--- src/rtl/mips_pkg.sv ---
`default_nettype none
// ============================================================================
//  Module      : mips_pkg
//  Description : Shared definitions for the single-cycle MIPS datapath:
//                opcode constants, instruction width, PC reset default,
//                fetch FSM state type and a sign-extension helper.
//  Revision    : 1.0 - initial release
// ============================================================================
package mips_pkg;

    localparam int INSTR_W = 32;

    // Default PC after reset; must be word aligned.
    localparam logic [31:0] PC_RESET_DEFAULT = 32'h0000_0000;

    // Primary opcode field values (instr[31:26]).
    localparam logic [5:0] OP_RTYPE = 6'h00;
    localparam logic [5:0] OP_J     = 6'h02;
    localparam logic [5:0] OP_BEQ   = 6'h04;
    localparam logic [5:0] OP_ADDI  = 6'h08;
    localparam logic [5:0] OP_LW    = 6'h23;
    localparam logic [5:0] OP_SW    = 6'h2B;

    typedef enum logic [0:0] {
        ST_FETCH = 1'b0,
        ST_EXEC  = 1'b1
    } fetch_state_t;

    function automatic logic [31:0] sign_ext16(input logic [15:0] imm);
        return {{16{imm[15]}}, imm};
    endfunction

endpackage
`default_nettype wire

--- src/rtl/next_pc_calc.sv ---
`default_nettype none
// ============================================================================
//  Module      : next_pc_calc
//  Description : Combinational next-PC selection for the fetch stage.
//                Priority: Jump > (Branch & Zero) > sequential.
//  Ports       : pc_plus4 (in 32)  - address of the following word
//                instr    (in 32)  - instruction currently executing
//                Jump, Branch, Zero (in 1) - decoder / ALU flags
//                next_pc  (out 32) - PC of the next instruction
//  Revision    : 1.0 - initial release
// ============================================================================
module next_pc_calc
    import mips_pkg::*;
(
    input  logic [31:0]        pc_plus4,
    input  logic [INSTR_W-1:0] instr,
    input  logic               Jump,
    input  logic               Branch,
    input  logic               Zero,
    output logic [31:0]        next_pc
);

    logic [31:0] w_jump_target;
    logic [31:0] w_imm_ext;
    logic [31:0] w_branch_target;
    logic        w_unused_opcode;

    // Opcode bits are decoded upstream; only the immediate/target fields matter here.
    assign w_unused_opcode = ^instr[31:26];

    always_comb begin
        // Jump keeps the 256 MB region of the following instruction.
        w_jump_target   = {pc_plus4[31:28], instr[25:0], 2'b00};
        w_imm_ext       = sign_ext16(instr[15:0]);
        w_branch_target = pc_plus4 + {w_imm_ext[29:0], 2'b00};

        if (Jump) begin
            next_pc = w_jump_target;
        end else if (Branch && Zero) begin
            next_pc = w_branch_target;
        end else begin
            next_pc = pc_plus4;
        end
    end

endmodule
`default_nettype wire

--- src/rtl/fetch_unit.sv ---
`default_nettype none
// ============================================================================
//  Module      : fetch_unit
//  Description : Instruction-fetch stage of the single-cycle MIPS datapath.
//                Two-state FSM (FETCH, EXEC). FETCH requests the word at pc
//                until imem_ready; EXEC presents it for one or more cycles
//                (extended by stall) and then updates pc from next_pc_calc.
//  Ports       : clk, rst (async, active high)
//                imem_req/imem_addr out, imem_ready/imem_rdata in
//                stall, Jump, Branch, Zero in
//                instr, opcode, instr_valid, pc, pc_plus4 out
//  Revision    : 1.0 - initial release
// ============================================================================
module fetch_unit
    import mips_pkg::*;
#(
    parameter logic [31:0] PC_RESET = PC_RESET_DEFAULT
) (
    input  logic               clk,
    input  logic               rst,
    output logic               imem_req,
    output logic [31:0]        imem_addr,
    input  logic               imem_ready,
    input  logic [INSTR_W-1:0] imem_rdata,
    input  logic               stall,
    input  logic               Jump,
    input  logic               Branch,
    input  logic               Zero,
    output logic [INSTR_W-1:0] instr,
    output logic [5:0]         opcode,
    output logic               instr_valid,
    output logic [31:0]        pc,
    output logic [31:0]        pc_plus4
);

    // Low bits forced to zero so pc stays word aligned whatever the parameter.
    localparam logic [31:0] PC_RESET_ALIGNED = {PC_RESET[31:2], 2'b00};

    fetch_state_t       state_q, state_d;
    logic [31:0]        pc_q, pc_d;
    logic [INSTR_W-1:0] instr_q, instr_d;
    logic               instr_valid_q, instr_valid_d;
    logic               imem_req_q, imem_req_d;
    logic [31:0]        w_pc_plus4;
    logic [31:0]        w_next_pc;

    assign w_pc_plus4 = pc_q + 32'd4;

    next_pc_calc u_next_pc_calc (
        .pc_plus4 (w_pc_plus4),
        .instr    (instr_q),
        .Jump     (Jump),
        .Branch   (Branch),
        .Zero     (Zero),
        .next_pc  (w_next_pc)
    );

    always_comb begin
        state_d = state_q;
        pc_d    = pc_q;
        instr_d = instr_q;

        case (state_q)
            ST_FETCH: begin
                // imem_ready only counts while a request is actually
                // presented; this discards a ready arriving in the
                // post-reset cycle before the request goes out.
                if (imem_req_q && imem_ready) begin
                    instr_d = imem_rdata;
                    state_d = ST_EXEC;
                end
            end
            ST_EXEC: begin
                if (!stall) begin
                    pc_d    = w_next_pc;
                    state_d = ST_FETCH;
                end
            end
            default: begin
                state_d = ST_FETCH;
            end
        endcase

        // Outputs are registered versions of the next state's decode.
        instr_valid_d = (state_d == ST_EXEC);
        imem_req_d    = (state_d == ST_FETCH);
    end

    always_ff @(posedge clk or posedge rst) begin
        if (rst) begin
            state_q       <= ST_FETCH;
            pc_q          <= PC_RESET_ALIGNED;
            instr_q       <= '0;
            instr_valid_q <= 1'b0;
            imem_req_q    <= 1'b0;
        end else begin
            state_q       <= state_d;
            pc_q          <= pc_d;
            instr_q       <= instr_d;
            instr_valid_q <= instr_valid_d;
            imem_req_q    <= imem_req_d;
        end
    end

    assign imem_req    = imem_req_q;
    assign imem_addr   = pc_q;
    assign instr       = instr_q;
    assign opcode      = instr_q[31:26];
    assign instr_valid = instr_valid_q;
    assign pc          = pc_q;
    assign pc_plus4    = w_pc_plus4;

endmodule
`default_nettype wire
--- config.mk ---
export PLATFORM = sky130hd
export DESIGN_NAME = fetch_unit
export DESIGN_NICKNAME = d
export VERILOG_FILES = /design/src/rtl/mips_pkg.sv /design/src/rtl/next_pc_calc.sv /design/src/rtl/fetch_unit.sv
export SDC_FILE = /design/constraint.sdc
export NUM_CORES = 1
export LEC_CHECK = 0
export CORE_AREA = 2 2 89 133
export CTS_BUF_LIST = sky130_fd_sc_hd__clkbuf_2 sky130_fd_sc_hd__clkbuf_4 sky130_fd_sc_hd__clkbuf_8
export DETAILED_ROUTE_END_ITERATION = 7
export DIE_AREA = 0 0 91 135
export HOLD_SLACK_MARGIN = 0.06
export PLACE_DENSITY = 0.83
export SLEW_MARGIN = 20
export SYNTH_ARGS = -nofsm -noshare
export SYNTH_HDL_FRONTEND = slang
export SYNTH_SLANG_ARGS = --single-unit
--- constraint.sdc ---
create_clock -name clk -period 8.8 [get_ports clk]
set_clock_uncertainty 0.15 [all_clocks]
set_input_delay 2.64 -clock clk [delete_from_list [all_inputs] [get_ports clk]]
set_output_delay 2.64 -clock clk [all_outputs]
set_load 0.01 [all_outputs]
==> impl_metrics.env, run 1 <==
export IMPL_die_height_um=135
export IMPL_root_buffer="clkbuf_8"
export IMPL_drv_slew=0
export IMPL_grt_antenna_before_repair=0
export IMPL_holdPathStages=1
export IMPL_detail_route_first_pass_iterations=5
export IMPL_start_util=0.483
export IMPL_maxCapViolCount=0
export IMPL_antenna_cells=0
export IMPL_ant_nets=0
export IMPL_cts_resized=0
export IMPL_drive_gt1_frac=0.0978
export IMPL_grt_first_pass_wirelength_um=27400
export IMPL_netlist_area_mm2=0.00534
export IMPL_via_per_inst=5.94
export IMPL_postSynthAreaPerCell_um2=8.55
export IMPL_critPathCaptureType="output port"
export IMPL_syn_inst=624
export IMPL_track_usage=0.281
export IMPL_min_delay_start="instr[31]"
export IMPL_area_growth_synth_to_final_pct=32.6
export IMPL_period_minus_slack_ps=6390
export IMPL_synthFlopType="dfrtp_1"
export IMPL_layout_nets=829
export IMPL_p_clk_frac=0.077
export IMPL_crit_required_ps=6010
export IMPL_setup_viol=0
export IMPL_synth_async_reset_ratio=1.00
export IMPL_cts_sinks=64
export IMPL_final_hold_viol_count=0
export IMPL_yosysWarnings=0
export IMPL_ys_ff_latch=64
export IMPL_grt_max_degree=65
export IMPL_numPortBuffers=168
export IMPL_grt_overflow_total=0
export IMPL_dp_slack_ps=2790
export IMPL_cts_setup_buffers=0
export IMPL_path_max_fanout=7
export IMPL_grt_busiest_layer="met2"
export IMPL_post_route_period_util=0.726
export IMPL_swShare=0.474
export IMPL_core_area_mm2=0.0111
export IMPL_synth_area_leaders="dfrtp_1 30%, ha_1 8.4%, mux2_2 6.8%"
export IMPL_tightest_slew_ps=871
export IMPL_rsz0062_at_grt="no"
export IMPL_num_vias=5371
export IMPL_grt_use_met1=0.289
export IMPL_worstReg2RegEnd="imem_addr[31]"
export IMPL_io_pins=175
export IMPL_r2r_start="imem_addr[2]"
export IMPL_whs_endpoint="instr[31]"
export IMPL_max_clock_freq_ghz=0.157
export IMPL_internal_power_mw=1.74
export IMPL_gr_usage_met2=0.518
export IMPL_dieArea_mm2=0.0123
export IMPL_clk_pin_slew_ps=70
export IMPL_clk_path_buf_depth=2
export IMPL_dp_hpwl_um=12700
export IMPL_cts_hold_buffers=0
export IMPL_numCtsBuffers=9
export IMPL_cp_data_arrival_time_ps=3600
export IMPL_wl_per_cell_um=18.9
export IMPL_clk_latency_ps=360
export IMPL_status="finished, final reports clean"
export IMPL_power_switching_mw=1.57
export IMPL_holdCritPathClass="flop to flop"
export IMPL_cts_tree="built"
export IMPL_p_leak_nw=2.92
export IMPL_seq_area_frac_synth=0.300
export IMPL_synth_edf_count=0
export IMPL_drc=0
export IMPL_grt_pass1_vias=5450
export IMPL_fin_tns_setup_ps=0
export IMPL_h_tree_depth=3
export IMPL_yosysUniqueCellTypes=66
export IMPL_slew_headroom=0.419
export IMPL_power_density_mw_per_mm2=469
export IMPL_std_cell_rows=47
export IMPL_timing_reg2reg_setup_slack_ps=3930
export IMPL_p_seq_frac=0.196
export IMPL_die_x_um=91
export IMPL_final_core_util=0.640
export IMPL_wl_um=17100
export IMPL_critical_path_class="flop to output port"
export IMPL_yosysTopAreaCell="dfrtp_1"
export IMPL_setup_ws_ps=2410
export IMPL_ir_drop_mv=0.249
export IMPL_worst_setup_path_start_kind="flop"
export IMPL_power_share_combinational=0.728
export IMPL_ff2ff_path_depth=16
export IMPL_routabilityCongestion=0.988
export IMPL_met3_usage=0.0480
export IMPL_synth_top_cell_area_share=0.300
export IMPL_drtIter0Drc=350
==> power by group through the flow <==
| stage | Combinational [mW] | Clock (mW) | Sequential, mW |
|---|---|---|---|
| after floorplan | 1.48 | 0 | 0.674 |
| after global placement | 2.34 | 0 | 0.634 |
| after detailed placement | 2.38 | 0 | 0.648 |
| after CTS | 2.40 | 0.258 | 0.645 |
| after global routing | 2.62 | 0.272 | 0.673 |
| final | 2.41 | 0.254 | 0.649 |
==> placed cells by master, fill, tap and decap left out, drive strengths merged, types with 6 or more instances in the layout <==
master | Yosys | layout
and3 | 7 | 7
a211oi | 7 | 7
xnor2 | 27 | 27
o211ai | 6 | 6
nor3 | 11 | 11
clkbuf | 20 | 13
nand2 | 65 | 65
dfrtp | 64 | 64
o21ai | 54 | 54
ha | 36 | 36
conb | 1 | 6
clkdlybuf4s50 | 0 | 168
buf | 43 | 8
xor2 | 21 | 21
mux2 | 33 | 33
nor2 | 45 | 45
a21oi | 50 | 50
inv | 17 | 17
or3 | 6 | 6
nand3 | 20 | 20
a31oi | 6 | 6
nand4 | 12 | 12
a21o | 6 | 6
==> per-stage QoR <==
step           instance area (um2)  power (mW)  instances  hold WS [ps]
6_report                      7080        3.32        904           388
5_1_grt                       7080        3.57        904           414
3_5_place_dp                  6890        3.03        889           375
4_1_cts                       7080        3.30        904           393
3_3_place_gp                  6890        2.97        889           360
2_1_floorplan                 5360        2.16        629           413
==> worst max-delay path, stage by stage (launching register included) <==
cell,delay (ps)
dfrtp_1,480
ha_1,300
nand4_1,220
nor2_1,500
nand2_1,210
nor3_1,460
and3_1,300
xor2_1,200
clkdlybuf4s50_1,570
==> state kept, by name, indices dropped and copies added (netlist names) <==
| name | flops |
|---|---|
| instr | 32 |
| imem_addr | 30 |
| instr_valid | 1 |
| imem_req | 1 |
==> cells in the mapped netlist, drive strengths merged, types with 17 or more instances <==
library cell and number:
dfrtp 64, a21oi 50, nand2 65, buf 43
nand3 20, o21ai 54, mux2 33, clkbuf 20
inv 17, ha 36, xnor2 27, nor2 45
xor2 21
==> kinds of logic (layout without fill, tap and decap cells) <==
kind of cell,after synthesis,count (layout),synth area share
adders and majority gates,37,37,0.0881
muxes,36,36,0.0759
xor gates and xnor gates,48,48,0.0788
AOI/OAI and AO/OA,171,171,0.202
DFF,64,64,0.300
and+or+nand+nor,187,187,0.169
buffers and inverters,80,208,0.0860
other,1,6,0.000703
==> per-layer routing <==
metal | up-vias | part of all wire | wire [um]
met4 | 0 | 0.051 | 873
met1 | 2582 | 0.35 | 5960
met5 | - | 0 | 0
li1 | 2458 | - | -
met2 | 263 | 0.54 | 9190
met3 | 68 | 0.061 | 1050
==> final cells by class <==
class                   instances  area, um2
clock buffers                  13        179
flip-flops and latches         64       1600
inverters                      17       63.8
well taps                     147        184
repair buffers                176       1740
clock inverters                 2       12.5
fillers                       945       3980
multi-input cells             485       3300
==> how the worst max path moves through the flow <==
stage | start | to | slack (ps) | depth (start not counted)
6_report | imem_addr[2] | pc_plus4[28] | 2410 | 8
5_1_grt | imem_addr[2] | pc_plus4[28] | 2090 | 8
3_5_place_dp | imem_addr[2] | pc_plus4[28] | 2790 | 8
2_1_floorplan | imem_addr[2] | pc_plus4[28] | 4030 | 7
3_3_place_gp | imem_addr[2] | pc_plus4[28] | 2880 | 8
4_1_cts | imem_addr[2] | pc_plus4[28] | 2350 | 8
(Power assumes the default switching activity.)
==> inputs of run 2 (changes only) <==
--- a/config.mk
+++ b/config.mk
@@ -5,12 +5,12 @@
 export SDC_FILE = /design/constraint.sdc
 export NUM_CORES = 1
 export LEC_CHECK = 0
-export CORE_AREA = 2 2 89 133
+export CORE_AREA = 2 2 90 135
 export CTS_BUF_LIST = sky130_fd_sc_hd__clkbuf_2 sky130_fd_sc_hd__clkbuf_4 sky130_fd_sc_hd__clkbuf_8
 export DETAILED_ROUTE_END_ITERATION = 7
-export DIE_AREA = 0 0 91 135
+export DIE_AREA = 0 0 92 137
 export HOLD_SLACK_MARGIN = 0.06
-export PLACE_DENSITY = 0.83
+export PLACE_DENSITY = 0.81
 export SLEW_MARGIN = 20
 export SYNTH_ARGS = -nofsm -noshare
 export SYNTH_HDL_FRONTEND = slang
==> constraint.sdc (replaced) <==
create_clock -name clk -period 6.57 [get_ports clk]
set_clock_uncertainty 0.15 [all_clocks]
set_input_delay 1.971 -clock clk [delete_from_list [all_inputs] [get_ports clk]]
set_output_delay 1.971 -clock clk [all_outputs]
set_load 0.01 [all_outputs]
==> run 2 against run 1 <==
  * Die area grew 2.6%
  * Combinational power grew 34%
  * Total power grew 34%
  * Routed wire length grew 2.7%
  * Sequential cell count is the same
  * Core utilization shrank 2.1 points
  * Largest cell class unchanged
  * Highest routed layer unchanged
==> impl_metrics.env, run 2 (synthesized netlist as in run 1, its figures left out) <==
export IMPL_p_clk_frac=0.074
export IMPL_holdCritPathClass="flop to flop"
export IMPL_grt_max_degree=65
export IMPL_detail_route_first_pass_iterations=5
export IMPL_ant_nets=0
export IMPL_cts_resized=0
export IMPL_cts_tree="built"
export IMPL_p_seq_frac=0.199
export IMPL_drc=0
export IMPL_drv_slew=0
export IMPL_numPortBuffers=168
export IMPL_drt_met1_wl_um=6250
export IMPL_grt_antenna_before_repair=0
export IMPL_root_buffer="clkbuf_8"
export IMPL_top_layer="met4"
export IMPL_start_util=0.468
export IMPL_path_max_fanout=7
export IMPL_clk_path_buf_depth=2
export IMPL_layout_common_cells="168 x clkdlybuf4s50_1, 64 x nand2_1, 64 x dfrtp_1, 52 x o21ai_0, 50 x a21oi_1"
export IMPL_status="finished, final reports clean"
export IMPL_num_vias=5356
export IMPL_die_x_um=92
export IMPL_wl_per_cell_um=19.3
export IMPL_timing_reg2reg_setup_slack_ps=1470
export IMPL_fillers=1007
export IMPL_routabilityCongestion=0.985
export IMPL_antenna_cells=0
export IMPL_holdPathStages=1
export IMPL_layout_nets=828
export IMPL_period_minus_slack_ps=5780
export IMPL_final_hold_viol_count=0
export IMPL_area_growth_synth_to_final_pct=32.3
export IMPL_crit_required_ps=4450
export IMPL_max_clock_freq_ghz=0.173
export IMPL_cts_hold_buffers=0
export IMPL_power_switching_mw=2.15
export IMPL_grt_first_pass_wirelength_um=27400
export IMPL_min_delay_start="instr[28]"
export IMPL_swShare=0.483
export IMPL_clk_latency_ps=360
export IMPL_critical_path_class="flop to output port"
export IMPL_dieArea_mm2=0.0126
export IMPL_ir_drop_mv=0.381
export IMPL_drive_gt1_frac=0.0978
export IMPL_setup_viol=0
export IMPL_fin_tns_setup_ps=0
export IMPL_post_route_period_util=0.880
export IMPL_ff2ff_path_depth=16
export IMPL_met3_length_um=1030
export IMPL_r2r_start="imem_addr[2]"
export IMPL_h_tree_depth=3
export IMPL_std_cell_rows=48
export IMPL_critPathCaptureType="output port"
export IMPL_rsz0062_at_grt="no"
export IMPL_power_share_combinational=0.727
export IMPL_cts_setup_buffers=0
export IMPL_via_per_inst=5.91
export IMPL_worst_setup_path_start_kind="flop"
export IMPL_cp_data_arrival_time_ps=3660
export IMPL_tightest_slew_ps=946
export IMPL_grt_pass1_vias=5463
export IMPL_wl_met2_um=9420
export IMPL_core_area_mm2=0.0114
export IMPL_power_density_mw_per_mm2=631
export IMPL_dp_slack_ps=1290
export IMPL_drtIter0Drc=277
export IMPL_p_leak_nw=2.91
export IMPL_grt_overflow_total=0
export IMPL_io_pins=175
export IMPL_worstReg2RegEnd="imem_addr[31]"
export IMPL_final_common_cell="clkdlybuf4s50_1"
export IMPL_largest_register_ffs=32
export IMPL_internal_power_mw=2.31
export IMPL_clk_pin_slew_ps=80
export IMPL_die_height_um=137
export IMPL_wl_um=17500
export IMPL_setup_ws_ps=789
export IMPL_track_usage=0.276
export IMPL_cts_sinks=64
export IMPL_dp_hpwl_um=13000
export IMPL_numCtsBuffers=9
export IMPL_whs_endpoint="instr[28]"
export IMPL_slew_headroom=0.369
export IMPL_maxCapViolCount=0
## run 2: cell types whose count changed in the layout (fill, tap and decap cells not counted), sizes merged
cell,previous run,this run
inv,17,18
clkinv,1,4
buf,8,7
clkbuf,13,10
## run 2: layout make-up
cell class                      count  area [um2]  share of cell area
Clock inverter                      6        43.8             0.00620
Timing Repair Buffer              175        1730               0.245
Sequential cell                    64        1600               0.227
Tap cell                          150         188              0.0266
Multi-Input combinational cell    485        3300               0.467
Clock buffer                       10         138              0.0195
Inverter                           17        63.8             0.00903
## run 2: critical path: stages, from the launching register on
cell             delay (ps)
dfrtp_1                 470
ha_1                    300
nand4_1                 220
nor2_1                  550
nand2_1                 210
nor3_1                  490
and3_1                  290
xor2_1                  200
clkdlybuf4s50_1         570
## run 2: metal layers
layer,track usage,vias up
li1,-,2459
met1,0.289,2580
met2,0.513,256
met3,0.0441,61
met4,0.169,0
met5,0,-
## run 2: worst max-delay path by stage
stage / start / to / slack (ps) / cells past startpoint
2_1_floorplan: imem_addr[2] / pc_plus4[28] / 2470 / 7
3_3_place_gp: imem_addr[2] / pc_plus4[28] / 1380 / 8
3_5_place_dp: imem_addr[2] / pc_plus4[28] / 1290 / 8
4_1_cts: imem_addr[2] / pc_plus4[28] / 890 / 8
5_1_grt: imem_addr[2] / pc_plus4[28] / 640 / 8
6_report: imem_addr[2] / pc_plus4[28] / 790 / 8
## run 2: per-stage QoR
step                      cell area, um2   util  instances  hold slack (ps)  total power [mW]
after floorplan                     5360      -        629              413              2.89
after global placement              6880  0.603        891              361              4.01
after detailed placement            6880  0.603        891              374              4.08
after CTS                           7060  0.619        907              393              4.43
after global routing                7060  0.619        907              409              4.78
final                               7060  0.619        907              387              4.46
## run 2: power groups by stage
stage	combinational [mW]	clock (mW)	sequential, mW
after floorplan	1.99	0	0.903
after global placement	3.15	0	0.867
after detailed placement	3.19	0	0.887
after CTS	3.22	0.333	0.881
after global routing	3.52	0.351	0.911
final	3.24	0.329	0.889
==> inputs of run 3 (changes only) <==
--- a/config.mk
+++ b/config.mk
@@ -5,12 +5,13 @@
 export SDC_FILE = /design/constraint.sdc
 export NUM_CORES = 1
 export LEC_CHECK = 0
-export CORE_AREA = 2 2 90 135
+export CORE_AREA = 2 2 109 111
 export CTS_BUF_LIST = sky130_fd_sc_hd__clkbuf_2 sky130_fd_sc_hd__clkbuf_4 sky130_fd_sc_hd__clkbuf_8
 export DETAILED_ROUTE_END_ITERATION = 7
-export DIE_AREA = 0 0 92 137
+export DIE_AREA = 0 0 111 113
 export HOLD_SLACK_MARGIN = 0.06
-export PLACE_DENSITY = 0.81
+export PLACE_DENSITY = 0.82
+export SKIP_LAST_GASP = 1
 export SLEW_MARGIN = 20
 export SYNTH_ARGS = -nofsm -noshare
 export SYNTH_HDL_FRONTEND = slang
==> run 3 against run 2 <==
  * Critical path depth stayed put
  * Global-route usage decreased by 1.8 points
  * Register-to-register slack better by 350 ps
  * Cell count shrank 1.1%
  * Sequential power decreased by 1%
  * Clock-buffer cell count did not move
  * Die area down 0.48%
  * Clock power rose by 13%
  * Sequential cell count is the same
  * First-iteration DRC count is 36% higher
  * Critical path type unchanged
  * Critical endpoint unchanged
  * Largest cell class unchanged
==> impl_metrics.env, run 3 (synthesized netlist as in run 1, its figures left out) <==
export IMPL_status="finished, final reports clean"
export IMPL_drc=0
export IMPL_worst_setup_path_start_kind="flop"
export IMPL_worstReg2RegEnd="imem_addr[31]"
export IMPL_whs_endpoint="instr[31]"
export IMPL_timing_reg2reg_setup_slack_ps=1820
export IMPL_ir_drop_mv=0.323
export IMPL_cpPeakStageDelay_ps=590
export IMPL_area_growth_synth_to_final_pct=32.5
export IMPL_critPathCaptureType="output port"
export IMPL_layout_nets=827
export IMPL_post_route_period_util=0.826
export IMPL_power_density_mw_per_mm2=637
export IMPL_cp_depth=8
export IMPL_h_tree_depth=3
export IMPL_min_delay_start="instr[31]"
export IMPL_path_max_fanout=7
export IMPL_wl_um=16400
export IMPL_cts_tree="built"
export IMPL_area_sequential_mm2=0.00160
export IMPL_dp_hpwl_um=12500
export IMPL_clk_latency_ps=360
export IMPL_dieArea_mm2=0.0125
export IMPL_r2r_start="imem_addr[2]"
export IMPL_antenna_cells=0
export IMPL_largest_register_ffs=32
export IMPL_drtIter0Drc=378
export IMPL_cts_resized=0
export IMPL_routabilityCongestion=0.866
export IMPL_numCtsBuffers=9
export IMPL_max_clock_freq_ghz=0.184
export IMPL_power_total_mw=4.51
export IMPL_slew_headroom=0.434
export IMPL_wl_per_cell_um=18.3
export IMPL_cts_setup_buffers=0
export IMPL_core_area_mm2=0.0113
export IMPL_tightest_slew_ps=848
export IMPL_multiInputGateArea_mm2=0.00330
export IMPL_holdCritPathClass="flop to flop"
export IMPL_drv_slew=0
export IMPL_rsz0062_at_grt="no"
export IMPL_ff2ff_path_depth=16
export IMPL_crit_buf_inv=1
export IMPL_startpoint="imem_addr[2]"
export IMPL_via_per_inst=5.87
export IMPL_grt_pass1_vias=5082
export IMPL_die_height_um=113
export IMPL_grt_max_degree=65
export IMPL_clk_path_buf_depth=2
export IMPL_num_vias=5263
export IMPL_fillers=940
export IMPL_crit_slowest_cell="clkdlybuf4s50_1"
export IMPL_ant_nets=0
export IMPL_drive_gt1_frac=0.0942
export IMPL_die_x_um=111
export IMPL_root_buffer="clkbuf_8"
export IMPL_grt_antenna_before_repair=0
export IMPL_numPortBuffers=168
export IMPL_io_pins=175
export IMPL_holdPathStages=1
export IMPL_cts_hold_buffers=0
export IMPL_period_minus_slack_ps=5420
export IMPL_final_common_cell="clkdlybuf4s50_1"
export IMPL_clk_pin_slew_ps=60
export IMPL_cts_sinks=64
export IMPL_critical_path_top_delay_family="simple AND/OR/NAND/NOR gates"
export IMPL_final_hold_viol_count=0
export IMPL_maxCapViolCount=0
export IMPL_fin_tns_setup_ps=0
export IMPL_grt_overflow_total=0
export IMPL_cp_data_arrival_time_ps=3300
export IMPL_setup_viol=0
export IMPL_track_usage=0.258
export IMPL_critical_path_cell_chain="ha_1 > nand4_1 > nor2_1 > nand2_1 > nor3_1 > and3_1 > xor2_1 > clkdlybuf4s50_1"
export IMPL_std_cell_rows=39
export IMPL_grt_first_pass_wirelength_um=26200
export IMPL_critical_path_class="flop to output port"
export IMPL_detail_route_first_pass_iterations=5
export IMPL_crit_required_ps=4450
export IMPL_layout_common_cells="168 x clkdlybuf4s50_1, 64 x nand2_1, 64 x dfrtp_1, 52 x o21ai_0, 50 x a21oi_1"
export IMPL_p_leak_nw=2.92
export IMPL_start_util=0.474
[run 3: changes by cell type in the layout (fill, tap and decap cells not counted), sizes merged]
| cell | previous run | this run |
|---|---|---|
| bufinv | 0 | 2 |
| inv | 18 | 17 |
| clkinvlp | 1 | 0 |
| clkinv | 4 | 2 |
| buf | 7 | 6 |
[run 3: how the worst max path moves through the flow]
stage | end | slack [ps]
finish | pc_plus4[28] | 1150
global route | pc_plus4[28] | 930
CTS | pc_plus4[28] | 1140
detailed placement | pc_plus4[28] | 1540
global placement | pc_plus4[28] | 1640
floorplan | pc_plus4[28] | 2470
[run 3: worst register-to-register path: stages (launching register included)]
cell     delay (ps)
dfrtp_1         460
ha_1            280
nand4_1         170
nor2_1          460
nand2_1         210
nor3_1          310
nand2_1         110
xnor2_1         340
ha_1            390
a21oi_1         330
o21ai_0         170
o21ba_2         260
o21ai_0         110
or4_1           420
o22ai_1         250
o21ai_0         150
nand3_1         110
[run 3: cell type report]
cell class                 instances  share of cell area
sequential                        64               0.226
timing repair buffer             174               0.244
clock buffer                      10              0.0195
tap                              143              0.0253
clock inverter                     4             0.00990
multi-input combinational        485               0.466
inverter                          17             0.00902
[run 3: stage by stage]
step | cell area [um2] | setup WS [ps] | std cells | hold slack, ps | utilization
after floorplan | 5360 | 2470 | 629 | 413 | -
after global placement | 6870 | 1640 | 883 | 360 | 0.609
after detailed placement | 6870 | 1540 | 883 | 365 | 0.609
after CTS | 7070 | 1140 | 897 | 380 | 0.628
after global routing | 7070 | 926 | 897 | 400 | 0.628
final | 7070 | 1150 | 897 | 378 | 0.628
[run 3: report_power, final]
part / internal, mW / switching [mW] / total [mW]
Sequential: 0.587 / 0.289 / 0.877
Clock: 0.218 / 0.154 / 0.372
Combinational: 1.57 / 1.69 / 3.26
[run 3: layer usage]
metal  up-vias  global-route usage  part of all wire
met3        29              0.0643             0.088
met4         0              0.0600             0.017
li1       2448                   -                 -
met2       274               0.440              0.47
met1      2512               0.333              0.42
met5         -                   0                 0
